<file path="src/rtl/mem_access_unit_if.sv">
// Data-memory bus between the MEM-stage access unit (master) and the data memory (slave).
interface mem_access_unit_if #(
    parameter int N = 32
);
    logic         dmem_req_o;
    logic         dmem_we_o;
    logic [N-1:0] dmem_addr_o;
    logic [N-1:0] dmem_wdata_o;
    logic         dmem_ack_i;
    logic [N-1:0] dmem_rdata_i;

    modport master (
        output dmem_req_o, dmem_we_o, dmem_addr_o, dmem_wdata_o,
        input  dmem_ack_i, dmem_rdata_i
    );

    modport slave (
        input  dmem_req_o, dmem_we_o, dmem_addr_o, dmem_wdata_o,
        output dmem_ack_i, dmem_rdata_i
    );
endinterface

</file>
<file path="src/rtl/mem_access_unit.sv">
// MEM-stage data-memory access controller: req/ack bus transaction, pipeline stall, load return, error flag.
// Optional build macro MEM_ALIGN_CHECK_EN rejects word-misaligned accesses without touching the bus.
module mem_access_unit #(
    parameter int N       = 32,
    parameter int TIMEOUT = 15
) (
    input  logic                 clk,
    input  logic                 reset,
    input  logic                 mem_read_i,
    input  logic                 mem_write_i,
    input  logic [N-1:0]         addr_i,
    input  logic [N-1:0]         wdata_i,
    mem_access_unit_if.master    dmem,
    output logic                 stall_o,
    output logic [N-1:0]         load_data_o,
    output logic                 load_valid_o,
    output logic                 err_o
);

    typedef enum logic [1:0] {S_IDLE, S_REQ, S_DONE} state_t;

    localparam logic [7:0] TO_LAST = 8'(TIMEOUT - 1);

    state_t       r_state;
    logic [7:0]   r_cnt;
    logic         r_req;
    logic         r_we;
    logic [N-1:0] r_addr;
    logic [N-1:0] r_wdata;
    logic [N-1:0] r_load_data;
    logic         r_load_valid;
    logic         r_err;

    logic         w_access;
    logic         w_illegal;
    logic         w_misalign;

    assign w_access  = mem_read_i | mem_write_i;
    assign w_illegal = mem_read_i & mem_write_i;

`ifdef MEM_ALIGN_CHECK_EN
    assign w_misalign = w_access & (addr_i[1:0] != 2'b00);
`else
    assign w_misalign = 1'b0;
`endif

    // Reset gating keeps stall low while held in reset even if EX/MEM still shows an access.
    assign stall_o = reset & (((r_state == S_IDLE) & w_access) | (r_state == S_REQ));

    assign dmem.dmem_req_o   = r_req;
    assign dmem.dmem_we_o    = r_we;
    assign dmem.dmem_addr_o  = r_addr;
    assign dmem.dmem_wdata_o = r_wdata;
    assign load_data_o       = r_load_data;
    assign load_valid_o      = r_load_valid;
    assign err_o             = r_err;

    // State advances on the falling edge, in step with the pipeline registers.
    always_ff @(negedge clk or negedge reset) begin
        if (!reset) begin
            r_state      <= S_IDLE;
            r_cnt        <= 8'd0;
            r_req        <= 1'b0;
            r_we         <= 1'b0;
            r_addr       <= '0;
            r_wdata      <= '0;
            r_load_data  <= '0;
            r_load_valid <= 1'b0;
            r_err        <= 1'b0;
        end else begin
            r_load_valid <= 1'b0;
            r_err        <= 1'b0;
            case (r_state)
                S_IDLE: begin
                    if (w_illegal) begin
                        r_err   <= 1'b1;
                        r_state <= S_DONE;
                    end else if (w_misalign) begin
                        r_err   <= 1'b1;
                        if (mem_read_i) r_load_data <= '0;
                        r_state <= S_DONE;
                    end else if (w_access) begin
                        r_addr  <= addr_i;
                        r_wdata <= wdata_i;
                        r_we    <= mem_write_i;
                        r_req   <= 1'b1;
                        r_cnt   <= 8'd0;
                        r_state <= S_REQ;
                    end
                end
                S_REQ: begin
                    // An ack in the final wait cycle still wins over the timeout.
                    if (dmem.dmem_ack_i) begin
                        r_req <= 1'b0;
                        r_cnt <= 8'd0;
                        if (!r_we) begin
                            r_load_data  <= dmem.dmem_rdata_i;
                            r_load_valid <= 1'b1;
                        end
                        r_state <= S_DONE;
                    end else if (r_cnt == TO_LAST) begin
                        r_req       <= 1'b0;
                        r_cnt       <= 8'd0;
                        r_err       <= 1'b1;
                        r_load_data <= '0;
                        r_state     <= S_DONE;
                    end else begin
                        r_cnt <= r_cnt + 8'd1;
                    end
                end
                S_DONE:  r_state <= S_IDLE;
                default: r_state <= S_IDLE;
            endcase
        end
    end

endmodule
</file>
<file path="src/flat_wrapper.sv">
// flat-port wrapper written by rule: the top's interface ports become plain ports
module mem_access_unit_flat 
#(
    parameter int N       = 32,
    parameter int TIMEOUT = 15
)
  (clk, reset, mem_read_i, mem_write_i, addr_i, wdata_i, stall_o, load_data_o, load_valid_o, err_o, dmem_dmem_req_o, dmem_dmem_we_o, dmem_dmem_addr_o, dmem_dmem_wdata_o, dmem_dmem_ack_i, dmem_dmem_rdata_i);
  mem_access_unit_if #(.N(N)) dmem_i ();
  input  logic clk;
  input  logic reset;
  input  logic mem_read_i;
  input  logic mem_write_i;
  input  logic [N-1:0] addr_i;
  input  logic [N-1:0] wdata_i;
  output logic stall_o;
  output logic [N-1:0] load_data_o;
  output logic load_valid_o;
  output logic err_o;
  output wire logic [$bits(dmem_i.dmem_req_o)-1:0] dmem_dmem_req_o;
  output wire logic [$bits(dmem_i.dmem_we_o)-1:0] dmem_dmem_we_o;
  output wire logic [$bits(dmem_i.dmem_addr_o)-1:0] dmem_dmem_addr_o;
  output wire logic [$bits(dmem_i.dmem_wdata_o)-1:0] dmem_dmem_wdata_o;
  input wire logic [$bits(dmem_i.dmem_ack_i)-1:0] dmem_dmem_ack_i;
  input wire logic [$bits(dmem_i.dmem_rdata_i)-1:0] dmem_dmem_rdata_i;
  assign dmem_dmem_req_o = dmem_i.dmem_req_o;
  assign dmem_dmem_we_o = dmem_i.dmem_we_o;
  assign dmem_dmem_addr_o = dmem_i.dmem_addr_o;
  assign dmem_dmem_wdata_o = dmem_i.dmem_wdata_o;
  assign dmem_i.dmem_ack_i = dmem_dmem_ack_i;
  assign dmem_i.dmem_rdata_i = dmem_dmem_rdata_i;
  mem_access_unit #(.N(N), .TIMEOUT(TIMEOUT)) u_core (.clk(clk), .reset(reset), .mem_read_i(mem_read_i), .mem_write_i(mem_write_i), .addr_i(addr_i), .wdata_i(wdata_i), .dmem(dmem_i), .stall_o(stall_o), .load_data_o(load_data_o), .load_valid_o(load_valid_o), .err_o(err_o));
endmodule
</file>
<file path="config.mk">
export PLATFORM = sky130hd
export DESIGN_NAME = mem_access_unit_flat
export DESIGN_NICKNAME = d
export VERILOG_FILES = /design/src/rtl/mem_access_unit_if.sv /design/src/rtl/mem_access_unit.sv /design/src/flat_wrapper.sv
export SDC_FILE = /design/constraint.sdc
export NUM_CORES = 1
export LEC_CHECK = 0
export ABC_AREA = 0
export CAP_MARGIN = 10
export CORE_MARGIN = 8
export CORE_UTILIZATION = 45
export DETAILED_ROUTE_END_ITERATION = 8
export PLACE_DENSITY = 0.83
export SLEW_MARGIN = 20
export SYNTH_ARGS = -nofsm -noshare
export SYNTH_HDL_FRONTEND = slang
export SYNTH_SLANG_ARGS = --single-unit
</file>
<file path="constraint.sdc">
create_clock -name clk -period 2.5 [get_ports clk]
set_input_delay 0.5 -clock clk [delete_from_list [all_inputs] [get_ports clk]]
set_output_delay 0.5 -clock clk [all_outputs]
set_load 0.05 [all_outputs]
</file>
[After elaboration in Yosys (flattened, before gate mapping)]
Index checks and enable logic that the tools add are counted.
Word-level totals
  bits of input ports: 101
  memories kept: 0
  memory bits (read-only): 0
  output and inout port bits: 101
  memory bits (writable): 0
  flip-flop bits (word level): 110
  latch bits: 0
  logic and storage cells: 56
Operators by class
  muxes and demuxes: 25
  multipliers: 0
  order comparisons: 0
  shifts and indexed selects: 0
  $add $sub $neg: 1
  eq/ne operators: 7
  reductions and logical operators: 8
  div/mod/pow operators: 0
  bitwise operators: 6
Operators with widths (count)
  32-bit 2-to-1 mux: 3
  8-bit 2-to-1 mux: 4
  8-bit case mux with 2 select lines: 1
  1-bit 2-to-1 mux: 10
  3-bit AND reduction: 3
  8-bit by 1-bit adder with 8-bit output (second input constant): 1
  8-bit by 4-bit == test with 1-bit output (second input constant): 1
  2-bit 2-to-1 mux: 4
  2-bit inequality test (second input constant): 2
  1-bit case mux with 2 select lines: 2
  2-bit case mux with 2 select lines: 1
  4-bit AND reduction: 1
  2-bit nonzero test: 2
  1-bit AND: 3
  3-bit by 1-bit inequality test with 1-bit output (second input constant): 1
  3-bit inequality test (second input constant): 1
  2-bit by 1-bit == test with 1-bit output (second input constant): 1
  2-bit logical NOT: 1
  2-bit by 1-bit inequality test with 1-bit output (second input constant): 1
  1-bit bitwise OR: 2
  2-bit AND reduction: 1
  1-bit inverter: 1

[Depth between registers and ports, before layout]
  word-level depth: 4
  mapped depth: 7
  mapped depth without buffers: 6

==> flow_metrics.py <==
metrics = {
    "finish": {
        "area_delta_synth_final_pct": 99.2,
        "diodes": 0,
        "design_area_um2": 8790,
        "fin_util_pct": 91.2,
        "drive_above_1_share_pct": 50.4,
        "final_cells": 716,
        "nNetsFinal": 682,
    },
    "timing": {
        "layout_setup_ws_ns": -0.533,
        "clock_skew_ns": 0.0168,
        "maxSlewViolCount": 0,
        "grt_setup_unrepaired": "yes",
        "fin_tns_setup_ns": -32.89,
        "slew_headroom_pct": 49.0,
        "setup_violations": 205,
        "tightest_slew_ns": 0.762,
        "hold_violations": 0,
    },
    "clock_tree": {
        "cts_tree": "built",
        "cts_sinks": 110,
        "holdBufCountCts": 0,
        "cts_root_buf": "clkbuf_8",
        "clock_path_buffers": 2,
        "clock_latency_ns": 0.36,
        "htreeDepth": 3,
        "numCtsBuffers": 9,
        "clkTransAtPathRegs_ns": 0.06,
    },
    "logic_synthesis": {
        "synth_edf_count": 0,
        "syn_nets": 390,
        "synthFlopType": "dfrtn_1",
        "ys_types": 34,
        "synth_area_leaders": "dfrtn_1 62%, mux2_4 13%, mux2_2 6.6%",
        "ys_seq_elements": 110,
        "async_flop_share_pct": 100,
        "yosys.area.top_type": "dfrtn_1",
        "yosys_warnings": 0,
        "synth_top_area_share_pct": 62.4,
        "syn_avg_cell_area_um2": 15.4,
        "ys_seq_area_share_pct": 62.4,
        "synthCells": 287,
        "synth_area_um2": 4410,
    },
    "drt": {
        "wire_per_inst_um": 29.5,
        "firstDrtPassIters": 4,
        "ant_nets": 0,
        "wirelength_mm": 21.1,
        "drc": 0,
        "drt_iter0_drc": 270,
        "avgViaCountPerCell": 5.56,
        "num_vias": 3983,
    },
    "setup_path": {
        "crit_type": "reg2out",
        "regToRegSetupSlack_ns": 0.33,
        "cp-start-kind": "register",
        "cp_slowest_cell": "dfrtn_1",
        "timing.rr.end": "u_core.dmem.dmem_wdata_o[13]$_DFFE_NN0P_",
        "ff2ff_path_depth": 6,
        "cp_num_buf_inv": 1,
        "worstPathRequired_ns": 2.00,
        "worstPathCellList": "nor3_4 > nor3b_4 > buf_12",
        "path_delay_family": "flip-flops",
        "cp_max_fo": 2,
        "setup.worst_path.end_class": "primary output",
        "cp_slowest_stage_delay_ns": 0.47,
        "arrival_ns": 2.53,
        "timing.rr.start": "u_core.r_state[1]$_DFFE_NN0P_",
    },
    "power_and_ir_drop": {
        "p_leak_nw": 4.15,
        "sw_frac_of_total_pct": 43.6,
        "p_int_mw": 8.37,
        "peakVddDrop_mv": 1.26,
        "p_per_area_nw_per_um2": 1690,
        "p_comb_share_pct": 67.9,
        "clkPwrFrac_pct": 6.9,
        "seqPwrFrac_pct": 25.2,
        "p_switching_mw": 6.47,
    },
    "die": {
        "start_util_pct": 45.8,
        "row_count": 36,
        "dieArea_um2": 13200,
        "fp.dieW_um": 115,
        "io_pins": 202,
        "die_h_um": 115,
        "core_um2": 9640,
    },
    "global_route": {
        "grt_overflow": 0,
        "antenna_found_initial": 0,
        "track_usage_pct": 27.7,
        "first_global_vias": 4215,
        "grt_max_degree": 57,
        "grt_first_pass_wirelength_mm": 26.8,
    },
    "place": {
        "portBuffers": 201,
        "routabilityCongestion": 0.797,
        "place_area_um2": 7820,
        "place_ws_ns": -0.901,
        "dp_hpwl_mm": 11.2,
        "place_inst": 627,
    },
    "run_status": {
        "violations": "setup timing",
        "outcome": "finished, violations left",
    },
    "run": {
        "maxCapViolations": 0,
    },
    "min_path": {
        "hold_depth": 1,
        "hp-class": "reg2reg",
        "worstHoldStart": "u_core.r_cnt[6]$_DFFE_NN0P_",
        "worstHoldEndpoint": "u_core.r_cnt[6]$_DFFE_NN0P_",
    },
}
[through the flow]
| step | hold WS (ns) | total power, mW |
|---|---|---|
| 6_report | 0.439 | 14.8 |
| 3_3_place_gp | 0.420 | 12.0 |
| 3_5_place_dp | 0.433 | 12.3 |
| 2_1_floorplan | 0.390 | 7.73 |
| 5_1_grt | 0.478 | 15.2 |
| 4_1_cts | 0.427 | 14.0 |
[per-layer routing]
metal / up-vias / share of wire [%] / track usage (%)
met2: 226 / 55 / 50.5
li1: 1622 / - / -
met4: 0 / 5.4 / 15.8
met1: 2055 / 32 / 27.6
met3: 80 / 7.4 / 8.30
met5: - / 0 / 0
[worst max-delay path by stage]
stage | start | cells past startpoint | slack [ns] | to
after floorplan | u_core.r_state[0]$_DFFE_NN0P_ | 3 | -0.30 | stall_o
after global placement | mem_write_i | 5 | -0.83 | u_core.dmem.dmem_wdata_o[23]$_DFFE_NN0P_
after detailed placement | mem_write_i | 5 | -0.90 | u_core.dmem.dmem_addr_o[25]$_DFFE_NN0P_
after CTS | u_core.r_state[0]$_DFFE_NN0P_ | 3 | -0.55 | stall_o
after global routing | u_core.r_state[0]$_DFFE_NN0P_ | 3 | -0.58 | stall_o
final | u_core.r_state[0]$_DFFE_NN0P_ | 3 | -0.53 | stall_o
[state kept, by name (all words and copies together) (netlist names)]
signal,cells
u_core.dmem.dmem_addr_o,32
u_core.dmem.dmem_wdata_o,32
u_core.load_data_o,32
u_core.r_cnt,8
u_core.r_state,2
u_core.dmem.dmem_req_o,1
u_core.dmem.dmem_we_o,1
u_core.err_o,1
u_core.load_valid_o,1
[layout by cell type (no fill, tap or decap), types with 2 or more instances in the layout]
cell type,count
nand3b_1,4
mux2_2,10
dfrtn_1,110
buf_4,74
a31oi_1,3
a21oi_2,2
a21oi_1,6
nor3b_4,3
clkbuf_8,11
nand2_8,2
buf_16,2
nor3_1,2
a22o_1,33
clkbuf_1,3
nand3_1,4
inv_1,2
nor2_1,5
buf_12,110
nand2_1,10
clkdlybuf4s50_1,96
buf_8,7
o21ai_0,2
buf_6,8
mux2_4,54
ha_1,2
[cells by family (layout without fill, tap and decap cells)]
family	after synthesis	in the layout	share of synthesized area, %
and+or+nand+nor	38	39	5.16
DFF	110	110	62.4
adders and majority gates	2	2	0.567
AOI/OAI and AO/OA	53	53	9.33
xor gates and xnor gates	1	1	0.199
muxes	64	64	19.6
buffers and inverters	19	314	2.78
[final cells by class]
cell class,count,area [µm²]
inverter,2,7.51
timing repair buffer,297,3970
clock buffer,14,163
clock inverter,1,5.00
tap,133,166
fill,323,850
multi-input combinational,159,1730
sequential,110,2750
[Yosys cell counts (4+ instances only)]
| cell | instances |
|---|---|
| buf_6 | 5 |
| a22o_1 | 33 |
| nor2_1 | 7 |
| buf_2 | 8 |
| mux2_4 | 38 |
| a21oi_1 | 8 |
| mux2_2 | 26 |
| nand3_1 | 4 |
| dfrtn_1 | 110 |
| nand3b_1 | 4 |
| nand2_1 | 11 |
[power by group through the flow]
stage	sequential, mW	combinational [mW]	clock [mW]
after floorplan	5.90	1.82	0
after global placement	3.58	8.46	0
after detailed placement	3.66	8.61	0
after CTS	3.61	9.42	1.01
after global routing	3.80	10.3	1.11
final	3.74	10.1	1.03
[repair_timing]
action | in CTS | in global routing
cloned | 6 | 0
endpoints found under the setup margin | 209 | 171
pin swaps | 5 | 6
buffers inserted | 40 | 35
gates resized for setup | 42 | 15
Note: power is estimated with default switching activity, not from simulation.
